--- config.mk ---
export PLATFORM = sky130hd
export DESIGN_NAME = debounce_bank
export DESIGN_NICKNAME = d
export VERILOG_FILES = /design/src/rtl/debounce_pkg.sv /design/src/rtl/debounce_channel.sv /design/src/rtl/debounce_bank.sv
export SDC_FILE = /design/constraint.sdc
export NUM_CORES = 1
export LEC_CHECK = 0
export BUFFER_PORTS_ARGS = -buffer_cell sky130_fd_sc_hd__buf_4
export CAP_MARGIN = 20
export CORE_ASPECT_RATIO = 0.9
export CORE_UTILIZATION = 52
export DETAILED_ROUTE_END_ITERATION = 10
export GPL_ROUTABILITY_DRIVEN = 0
export PLACE_DENSITY_LB_ADDON = 0.1
export SYNTH_ARGS = -nofsm -noshare
export SYNTH_HDL_FRONTEND = slang
export SYNTH_SLANG_ARGS = --single-unit
export TNS_END_PERCENT = 5
--- constraint.sdc ---
create_clock -name i_clock -period 2.2 [get_ports i_clock]
set_clock_uncertainty 0.2 [all_clocks]
set_input_delay 0.44 -clock i_clock [delete_from_list [all_inputs] [get_ports i_clock]]
set_output_delay 0.44 -clock i_clock [all_outputs]
set_load 0.02 [all_outputs]
--- src/rtl/debounce_pkg.sv ---
// Shared constants and helpers for the debounce_bank utility block.
// Build option: DEBOUNCE_BANK_SYNC_EN (two-flop input synchroniser).
package debounce_pkg;

  // 0.1 s at 148.5 MHz
  localparam int unsigned DEFAULT_COUNT_LIMIT = 32'd14_850_000;

  // Counter width able to hold 0..limit inclusive
  function automatic int unsigned cnt_width(input int unsigned limit);
    return (limit < 32'd1) ? 32'd1 : 32'($clog2(limit + 32'd1));
  endfunction

endpackage

--- src/rtl/debounce_channel.sv ---
// One debounce channel: input stage, pending-change counter, clean level, edge pulses.
// DEBOUNCE_BANK_SYNC_EN selects a two-flop synchroniser ahead of the sample stage.
module debounce_channel
  import debounce_pkg::*;
#(
  parameter int unsigned COUNT_LIMIT = DEFAULT_COUNT_LIMIT,
  parameter logic        DEFAULT     = 1'b0
) (
  input  logic i_clock,
  input  logic i_reset_n,
  input  logic i_noisy,
  output logic o_clean,
  output logic o_rise,
  output logic o_fall,
  output logic o_event_c
);

  localparam int unsigned     CW    = cnt_width(COUNT_LIMIT);
  localparam logic [CW-1:0]   LIMIT = CW'(COUNT_LIMIT);

  logic          r_s;
  logic          r_p;
  logic          r_clean;
  logic          r_rise;
  logic          r_fall;
  logic [CW-1:0] r_cnt;
  logic [CW-1:0] w_cnt_nxt;
  logic          w_clean_nxt;
  logic          w_rise_nxt;
  logic          w_fall_nxt;

`ifdef DEBOUNCE_BANK_SYNC_EN
  logic r_meta;

  always_ff @(posedge i_clock or negedge i_reset_n) begin
    if (!i_reset_n) begin
      r_meta <= DEFAULT;
      r_s    <= DEFAULT;
    end else begin
      r_meta <= i_noisy;
      r_s    <= r_meta;
    end
  end
`else
  always_ff @(posedge i_clock or negedge i_reset_n) begin
    if (!i_reset_n) begin
      r_s <= DEFAULT;
    end else begin
      r_s <= i_noisy;
    end
  end
`endif

  // Counter only runs while a stable sample disagrees with the clean level
  always_comb begin
    w_cnt_nxt   = '0;
    w_clean_nxt = r_clean;
    w_rise_nxt  = 1'b0;
    w_fall_nxt  = 1'b0;
    if ((r_s == r_p) && (r_s != r_clean)) begin
      if (r_cnt != LIMIT) begin
        w_cnt_nxt = r_cnt + CW'(1);
      end else begin
        w_clean_nxt = r_s;
        w_rise_nxt  = r_s;
        w_fall_nxt  = ~r_s;
      end
    end
  end

  always_ff @(posedge i_clock or negedge i_reset_n) begin
    if (!i_reset_n) begin
      r_p     <= DEFAULT;
      r_clean <= DEFAULT;
      r_cnt   <= '0;
      r_rise  <= 1'b0;
      r_fall  <= 1'b0;
    end else begin
      r_p     <= r_s;
      r_clean <= w_clean_nxt;
      r_cnt   <= w_cnt_nxt;
      r_rise  <= w_rise_nxt;
      r_fall  <= w_fall_nxt;
    end
  end

  assign o_clean   = r_clean;
  assign o_rise    = r_rise;
  assign o_fall    = r_fall;
  assign o_event_c = w_rise_nxt | w_fall_nxt;

endmodule

--- src/rtl/debounce_bank.sv ---
// WIDTH independent debounce channels with a registered any-edge summary.
// Define DEBOUNCE_BANK_SYNC_EN for asynchronous pins (adds a two-flop synchroniser).
module debounce_bank
  import debounce_pkg::*;
#(
  parameter int unsigned      WIDTH       = 8,
  parameter int unsigned      COUNT_LIMIT = DEFAULT_COUNT_LIMIT,
  parameter logic [WIDTH-1:0] DEFAULT     = '0
) (
  input  logic             i_clock,
  input  logic             i_reset_n,
  input  logic [WIDTH-1:0] i_noisy,
  output logic [WIDTH-1:0] o_clean,
  output logic [WIDTH-1:0] o_rise,
  output logic [WIDTH-1:0] o_fall,
  output logic             o_any_change
);

  logic [WIDTH-1:0] w_event;
  logic             r_any_change;

  for (genvar gi = 0; gi < WIDTH; gi++) begin : g_ch
    debounce_channel #(
      .COUNT_LIMIT (COUNT_LIMIT),
      .DEFAULT     (DEFAULT[gi])
    ) u_ch (
      .i_clock   (i_clock),
      .i_reset_n (i_reset_n),
      .i_noisy   (i_noisy[gi]),
      .o_clean   (o_clean[gi]),
      .o_rise    (o_rise[gi]),
      .o_fall    (o_fall[gi]),
      .o_event_c (w_event[gi])
    );
  end

  // Registered from the channels' next-pulse terms so it lines up with rise/fall
  always_ff @(posedge i_clock or negedge i_reset_n) begin
    if (!i_reset_n) begin
      r_any_change <= 1'b0;
    end else begin
      r_any_change <= |w_event;
    end
  end

  assign o_any_change = r_any_change;

endmodule

==> impl_metrics.toml, run 1 <==
[timing]
period_share_pct = 103.3
layout_setup_ws_ns = -0.07343
max_freq_mhz = 439.9
grt_setup_unrepaired = "yes"
hold_viol_final = 0
report.final.slew_viol_count = 0
setup_violations = 26
tns_ns = -1.237
slew_headroom_pct = 64.80
worst_pin_slew_ns = 0.5280
period_needed_ns = 2.273

[grt]
grt_pass1_vias = 7745
met2_usage_pct = 32.09
met1_usage_pct = 30.05
grt_max_degree = 64
grt_first_pass_wirelength_microns = 37050
use_met3_pct = 2.443
grt_usage_pct = 20.36
antenna_found_initial = 0
grt-ovfl-total = 0
busiest_layer = "met2"

[clock_network]
htreeDepth = 1
clock-root-buffer = "clkbuf_16"
cts_sinks = 233
clkSlewWorstSetupHoldPaths_ns = 0.06
cts_buffers = 25
cts_buffer_depth = 3
cts_tree = "yes"
postCtsSetupBuffers = 0
clk_latency_ns = 0.51

[hold_path]
hold_path.class = "register to register"

[yosys]
synth_top_area_share_pct = 51.93
synth.ff_latch_count = 233
synthFlopType = "dfrtp_1"
syn_inst = 1155
seq_area_frac_synth_pct = 51.93
synth_top_area_cell = "dfrtp_1"
yosys_warnings = 0
syn_area_sq_um = 11230
synth_area_leaders = "dfrtp_1, xnor2_1, nor2_1"
synth_edf_count = 0
avgSynthCellArea_sq_um = 9.721
synth_nets = 1181
async_reset_ff_share_pct = 100.0
ys_types = 44

[pwr]
power_density_nw_per_um2 = 656.5
ir_drop_mv = 0.6306
cellLeakagePower_nw = 5.637
total_power_mw = 8.696

[routing]
wirelength_microns = 21370
drc = 0
wl_per_cell_microns = 13.71
drt_first_pass_iters = 4
drt_first_iter_violations = 383
vias = 8084
drtAntennaViolNets = 0
via_per_inst = 5.189

[final_layout]
final_cell_mix = "nor2_1, dfrtp_1, xnor2_1, buf_4, nand3_1"
final_common_cell = "nor2_1"
fillCellCount = 1789
area_growth_pct = 17.96
nets = 1281
drive_above_1_share_pct = 14.15
stdcell_count = 1558
antenna_cells = 0

[die]
io_pins = 35
die_h_microns = 141.4
rows = 50
core-area_sq_um = 20960
die_w_microns = 156.9
die-area_sq_um = 22190
initial_core_util_pct = 53.58

[worst_setup_path]
path_max_fanout = 4
critPathRequiredTime_ns = 2.43
crit_arrival_ns = 2.51
endpoint_kind = "register"
critical_path_class = "register to register"
crit_path_start_kind = "register"

[run]
maxCapViolCount = 0

[status]
violations = "setup timing"
status = "finished, violations left"

[place]
io_buffers = 34
dp_cells = 1505
hpwl_microns = 14950
[critical path, cell delays in order, from the launching register on]
cell and delay [ns]:
dfrtp_1 0.37, or4b_1 0.50, or4_4 0.42, or3b_4 0.44, and4_4 0.19, nand4b_1 0.08
[synth_stat cells (6+ instances only)]
| cell type | count |
|---|---|
| nor4b_1 | 15 |
| dfrtp_1 | 233 |
| nand3_1 | 87 |
| a21o_1 | 8 |
| inv_1 | 46 |
| nand4_1 | 32 |
| a21oi_1 | 6 |
| and4_1 | 13 |
| buf_4 | 24 |
| and3_1 | 33 |
| nor3_1 | 42 |
| ha_1 | 16 |
| nor2_1 | 239 |
| clkbuf_1 | 22 |
| nand2_1 | 68 |
| xor2_1 | 62 |
| nor4_1 | 31 |
| or3_1 | 8 |
| xnor2_1 | 111 |
[registers in the layout, summed over array words and instances, names as in the netlist]
signal             cells
g_ch.u_ch.r_p          8
g_ch.u_ch.o_rise       8
o_any_change           1
g_ch.u_ch.r_cnt      192
g_ch.u_ch.o_fall       8
g_ch.u_ch.o_clean      8
g_ch.u_ch.r_s          8
[what timing repair did]
action	in CTS	in global routing
setup endpoints to repair	29	99
gates resized for setup	4	13
pin swaps	4	2
hold buffers	9	0
endpoints found under the hold margin	60	0
[per-stage QoR]
step | cell area [sq um] | worst slack [ns] | hold WS [ns] | utilization, %
global placement | 12260 | -0.09818 | 0.2287 | 58.50
CTS | 13170 | -0.08383 | 0.2416 | 62.86
floorplan | 11230 | -0.05991 | -0.05559 | -
detailed placement | 12260 | -0.1133 | 0.2304 | 58.50
finish | 13250 | -0.07343 | 0.2433 | 63.20
global route | 13250 | -0.1651 | 0.2696 | 63.20
[routing by layer]
| metal | wire, microns | vias up |
|---|---|---|
| met5 | 0 | - |
| met4 | 413 | 0 |
| met3 | 574 | 28 |
| met2 | 9787 | 90 |
| met1 | 10590 | 3907 |
| li1 | - | 4059 |
[cell families (layout without fill, tap and decap cells)]
family          Yosys count  in the layout  share of synthesized area (%)
compound gates           25             25                          1.593
fa+ha+maj                16             16                          1.783
flops                   233            233                          51.93
simple gates            608            608                          26.88
xor+xnor                173            173                          13.49
buf+inv                 100            217                          4.324
[final timing paths]
path                                                  start                          endpoint  slack (ns)  depth (start not counted)
min in group asynchronous                         i_reset_n  g_ch[4].u_ch.r_cnt[23]$_DFF_PN0_        0.28                          2
max in group asynchronous                         i_reset_n  g_ch[7].u_ch.r_cnt[17]$_DFF_PN0_        0.89                          3
hold / removal                   g_ch[4].u_ch.r_s$_DFF_PN0_        g_ch[4].u_ch.r_p$_DFF_PN0_        0.24                          0
hold reg to reg                  g_ch[4].u_ch.r_s$_DFF_PN0_        g_ch[4].u_ch.r_p$_DFF_PN0_        0.24                          0
setup / recovery           g_ch[2].u_ch.r_cnt[19]$_DFF_PN0_            o_any_change$_DFF_PN0_       -0.07                          5
setup reg to reg           g_ch[2].u_ch.r_cnt[19]$_DFF_PN0_            o_any_change$_DFF_PN0_       -0.07                          5
[layout make-up]
| type | count | area [sq um] | area share, % |
|---|---|---|---|
| Clock buffer | 37 | 750.7 | 5.668 |
| Clock inverter | 7 | 60.06 | 0.4534 |
| Inverter | 46 | 172.7 | 1.304 |
| Multi-Input combinational cell | 822 | 4995 | 37.71 |
| Sequential cell | 233 | 5831 | 44.02 |
| Tap cell | 286 | 357.8 | 2.702 |
| Timing Repair Buffer | 127 | 1079 | 8.143 |
[power breakdown]
group,switching [mW],internal (mW)
combinational,0.184,0.106
sequential,0.0260,4.32
clock,1.61,2.46
(Power assumes the default switching activity.)
==> inputs of run 2 (changes only) <==
Settings changed: CTS_BUF_LIST from default to sky130_fd_sc_hd__clkbuf_8.
==> impl_metrics.toml, run 2 (same netlist as run 1, synthesis figures left out) <==
[timing]
worst_pin_slew_ns = 0.5148
period_share_pct = 103.5
setup_violations = 26
period_needed_ns = 2.277
hold_viol_final = 0
max_freq_mhz = 439.1
slew_headroom_pct = 65.68
layout_setup_ws_ns = -0.07721
report.final.slew_viol_count = 0
grt_setup_unrepaired = "yes"

[final_layout]
multi_input_area_sq_um = 4995
antenna_cells = 0
area_growth_pct = 19.07
top_register = "g_ch.u_ch.r_cnt"
seqCellArea_sq_um = 5831
final_cell_mix = "nor2_1, dfrtp_1, xnor2_1, buf_4, nand3_1"
largest_reg_flops = 192
drive_above_1_share_pct = 15.50
nets = 1296
final_area_sq_um = 13370
final_common_cell = "nor2_1"
fillCellCount = 1784

[routing]
drt_first_pass_iters = 5
wl_per_cell_microns = 13.72
drt_first_iter_violations = 396
drtAntennaViolNets = 0
via_per_inst = 5.175
wirelength_microns = 21720
vias = 8192
drc = 0

[worst_setup_path]
r2r.worst_path.cells = 5
path_depth = 5
crit_start = "g_ch[2].u_ch.r_cnt[19]$_DFF_PN0_"
crit_arrival_ns = 2.52
r2r-start = "g_ch[2].u_ch.r_cnt[19]$_DFF_PN0_"
cp_slowest_cell = "or4b_1"
crit_path_start_kind = "register"
slowest_delay_ns = 0.51
crit_buf_inv = 0
endpoint_kind = "register"
crit_chain = "or4b_1, or4_4, or3b_4, and4_4, nand4b_1"
path_max_fanout = 4
crit_family = "simple AND/OR/NAND/NOR gates"
critPathRequiredTime_ns = 2.44
critical_path_class = "register to register"

[place]
io_buffers = 34
post_dp_cell_area_sq_um = 12260
hpwl_microns = 14950

[clock_network]
cts_buffers = 40
htreeDepth = 2
clock-root-buffer = "clkbuf_8"
clkSlewWorstSetupHoldPaths_ns = 0.06
cts_tree = "yes"
cts_sinks = 233
cts_buffer_depth = 3
clk_latency_ns = 0.53

[die]
die_h_microns = 141.4
io_pins = 35
die-area_sq_um = 22190
core-area_sq_um = 20960
rows = 50
die_w_microns = 156.9
initial_core_util_pct = 53.58

[status]
violations = "setup timing"
status = "finished, violations left"

[grt]
met2_usage_pct = 32.28
grt_first_pass_wirelength_microns = 37390
grt_max_degree = 64
antenna_found_initial = 0
use_met3_pct = 3.818
busiest_layer = "met2"
grt_pass1_vias = 7868
grt_usage_pct = 20.81
grt-ovfl-total = 0
met1_usage_pct = 29.54

[pwr]
power_density_nw_per_um2 = 682.3
cellLeakagePower_nw = 5.736
ir_drop_mv = 0.5211
total_power_mw = 9.121

[hold_path]
hold_path.class = "register to register"
hold_depth = 0
hold_start = "g_ch[4].u_ch.r_s$_DFF_PN0_"

[run]
maxCapViolCount = 0
[run 2: worst paths after layout]
kind,endpoint,slack [ns]
worst max-delay path,o_any_change$_DFF_PN0_,-0.08
worst min-delay path,g_ch[4].u_ch.r_p$_DFF_PN0_,0.24
worst max register to register,o_any_change$_DFF_PN0_,-0.08
worst min register to register,g_ch[4].u_ch.r_p$_DFF_PN0_,0.24
max in group asynchronous,o_any_change$_DFF_PN0_,0.91
min in group asynchronous,g_ch[4].u_ch.r_cnt[23]$_DFF_PN0_,0.25
[run 2: where the power goes]
group	leakage, nW	switching [mW]	internal [mW]
logic	2.02	0.184	0.106
clock network	0.506	1.71	2.78
registers	3.21	0.0261	4.32
total	5.74	1.92	7.20
[run 2: layout make-up]
class,instances,area share (%)
inverters,46,1.292
multi-input cells,822,37.36
clock inverters,18,1.741
flip-flops and latches,233,43.61
well taps,286,2.677
clock buffers,51,5.250
repair buffers,127,8.067
[run 2: repair_timing]
action / in CTS / in global routing
buffers inserted: 0 / 0
endpoints found under the setup margin: 29 / 99
endpoints found under the hold margin: 60 / 0
pin swaps: 3 / 2
hold buffers: 9 / 0
gates resized for setup: 4 / 13
[run 2: stage by stage]
step	TNS (ns)	utilization [%]	std cells	setup slack (ns)	hold slack, ns
4_1_cts	-1.368	63.45	1583	-0.09551	0.2427
5_1_grt	-5.220	63.79	1583	-0.1738	0.2611
2_1_floorplan	-1.251	-	1155	-0.05991	-0.05559
6_report	-1.278	63.79	1583	-0.07721	0.2437
3_5_place_dp	-1.108	58.50	1505	-0.1133	0.2304
3_3_place_gp	-0.8551	58.50	1505	-0.09818	0.2287
[run 2: metal layers]
layer  part of all wire [%]  vias up
li1                       -     4101
met4                    1.7        0
met1                     49     3932
met5                      0        -
met3                    3.8       33
met2                     46      126
[run 2: worst reg2reg max path, stage by stage (launching register included)]
cell and delay [ns]:
dfrtp_1 0.37, or4b_1 0.51, or4_4 0.42, or3b_4 0.44
and4_4 0.19, nand4b_1 0.07
==> inputs of run 3 (changes only) <==
Settings changed: MAX_ROUTING_LAYER from default to met4, SYNTH_HIERARCHICAL from default to 1.
==> impl_metrics.toml, run 3 <==
[status]
status = "finished, final reports clean"

[timing]
layout_setup_ws_ns = 0.05197
worst_pin_slew_ns = 0.4287
max_freq_mhz = 465.5
setup_violations = 0
period_share_pct = 97.64
hold_viol_final = 0
slew_headroom_pct = 71.16
grt_setup_unrepaired = "yes"
report.final.slew_viol_count = 0
period_needed_ns = 2.148

[yosys]
yosys_warnings = 6
synthMuxAreaShare_pct = 0
async_reset_ff_share_pct = 100.0
synth_top_area_share_pct = 50.47
avgSynthCellArea_sq_um = 9.857
syn_area_sq_um = 11550
synth_area_leaders = "dfrtp_1, xnor2_1, nor2_1"
synth_fa_ha_area_share_pct = 1.733
synth_top_area_cell = "dfrtp_1"
synthTopCellsByCount = "dfrtp_1, nor2_1, nand2_1"
synth_top_family_by_area = "simple AND/OR/NAND/NOR gates"
synth_nets = 1198
synth_xor_area_share_pct = 7.278
yosysMostFrequentCell = "dfrtp_1"
synthFlopType = "dfrtp_1"
synthSimpleGateAreaFrac_pct = 27.17
synth_compound_area_share_pct = 10.31
seq_area_frac_synth_pct = 50.47
ys_types = 33
synth_edf_count = 0
syn_inst = 1172
synth.ff_latch_count = 233

[worst_setup_path]
crit_path_start_kind = "register"
r2r.worst_path.cells = 5
critPathRequiredTime_ns = 2.45
critical_path_class = "register to register"
r2r_end = "g_ch[0].u_ch/r_cnt[22]$_DFF_PN0_"
crit_arrival_ns = 2.40
endpoint_kind = "register"
crit_start = "g_ch[0].u_ch/r_cnt[0]$_DFF_PN0_"
r2r-start = "g_ch[0].u_ch/r_cnt[0]$_DFF_PN0_"
reg2reg_slack_ns = 0.05
path_max_fanout = 6
setup.worst_path.end = "g_ch[0].u_ch/r_cnt[22]$_DFF_PN0_"

[hold_path]
hold_path.class = "primary input to asynchronous set/reset pin"

[routing]
vias = 9062
via_per_inst = 5.516
wl_per_cell_microns = 14.75
drt_first_iter_violations = 720
drt_first_pass_iters = 5
wirelength_microns = 24240
drc = 0
drtAntennaViolNets = 0

[final_layout]
nets = 1349
antenna_cells = 0
final_cell_mix = "dfrtp_1, nor2_1, buf_4, nand2_1, xnor2_1"
top_register = "g_ch.u_ch/r_cnt"
final_common_cell = "dfrtp_1"
largest_reg_flops = 192
drive_above_1_share_pct = 18.27
area_growth_pct = 18.53

[pwr]
ir_drop_mv = 0.4697
power_density_nw_per_um2 = 626.6
clock_power_share_pct = 46.2
power.switching_mw = 1.946
seqPwrFrac_pct = 50.7
p_sw_share_pct = 22.68
p_int_mw = 6.635
cellLeakagePower_nw = 5.384
power_frac_comb_pct = 3.2
total_power_mw = 8.580

[grt]
grt_first_pass_wirelength_microns = 41260
grt_max_degree = 59
antenna_found_initial = 0
grt_usage_pct = 22.54
grt_pass1_vias = 8659
grt-ovfl-total = 0

[place]
pre_cts_ws_ns = -0.04760
hpwl_microns = 16720
io_buffers = 34

[die]
io_pins = 35
core-area_sq_um = 21700
die_h_microns = 143.4
initial_core_util_pct = 53.25
die-area_sq_um = 22820
rows = 51
die_w_microns = 159.1

[clock_network]
clk_latency_ns = 0.54
cts_tree = "yes"
clock-root-buffer = "clkbuf_8"
clkSlewWorstSetupHoldPaths_ns = 0.06
htreeDepth = 2
cts_buffers = 41
cts_sinks = 233
cts_buffer_depth = 3

[run]
maxCapViolCount = 0
## run 3: worst min path at each step
stage | from | endpoint | slack [ns] | cells after the start
floorplan | i_reset_n | g_ch[0].u_ch/o_clean$_DFFE_PN0P_ | -0.06 | 0
global placement | i_reset_n | g_ch[3].u_ch/r_cnt[13]$_DFF_PN0_ | 0.18 | 1
detailed placement | i_reset_n | g_ch[3].u_ch/r_cnt[13]$_DFF_PN0_ | 0.18 | 1
CTS | i_reset_n | g_ch[3].u_ch/r_cnt[13]$_DFF_PN0_ | 0.20 | 2
global route | i_reset_n | g_ch[3].u_ch/r_cnt[13]$_DFF_PN0_ | 0.24 | 2
finish | i_reset_n | g_ch[3].u_ch/r_cnt[13]$_DFF_PN0_ | 0.20 | 2
## run 3: routing by layer
layer	GRT usage (%)	up-vias	wire length, microns
met1	30.74	4366	12080
met3	3.434	38	712
met5	-	-	0
met2	35.16	112	11060
li1	-	4546	-
met4	6.528	0	388
## run 3: timing repair
| item | 4_1_cts | 5_1_grt |
|---|---|---|
| hold buffers | 9 | 0 |
| resized for setup | 2 | 11 |
| endpoints found under the setup margin | 1 | 8 |
| endpoints found under the hold margin | 60 | 0 |
| buffers inserted | 0 | 1 |
## run 3: per-stage QoR
stage	TNS, ns	std cells	hold slack [ns]	cell area (sq um)	util (%)
4_1_cts	0	1642	0.1964	13650	62.92
3_3_place_gp	-0.01608	1561	0.1806	12720	58.63
5_1_grt	-0.01319	1643	0.2398	13690	63.11
3_5_place_dp	-0.04760	1561	0.1810	12720	58.63
2_1_floorplan	0	1172	-0.05559	11550	-
6_report	0	1643	0.1996	13690	63.11
## run 3: worst max-delay path, cell delays in order (launching register included)
cell and delay [ns]:
dfrtp_1 0.40, ha_2 0.23, nand3_1 0.13, or4_4 0.48, or4_4 0.50, a21oi_2 0.15
## run 3: power by group through the flow
| stage | logic (mW) | clock network, mW | registers, mW |
|---|---|---|---|
| detailed placement | 0.268 | 0 | 4.42 |
| global route | 0.313 | 4.32 | 4.35 |
| CTS | 0.282 | 4.11 | 4.35 |
| floorplan | 0.106 | 0 | 4.42 |
| global placement | 0.267 | 0 | 4.42 |
| finish | 0.272 | 3.96 | 4.35 |
## run 3: cells by family after synthesis
| logic type | after synthesis |
|---|---|
| AO/OA/AOI/OAI | 208 |
| XOR/XNOR | 96 |
| adder cells (fa/ha/maj) | 16 |
| buffers and inverters | 72 |
| flip-flops | 233 |
| AND/OR/NAND/NOR | 547 |
## run 3: area by class of cell
cell class / instances / area (sq um)
Tap cell: 291 / 364.1
Clock inverter: 17 / 78.83
Sequential cell: 233 / 5833
Fill cell: 1844 / 8003
Clock buffer: 55 / 757.0
Timing Repair Buffer: 132 / 1071
Inverter: 48 / 180.2
Multi-Input combinational cell: 867 / 5409
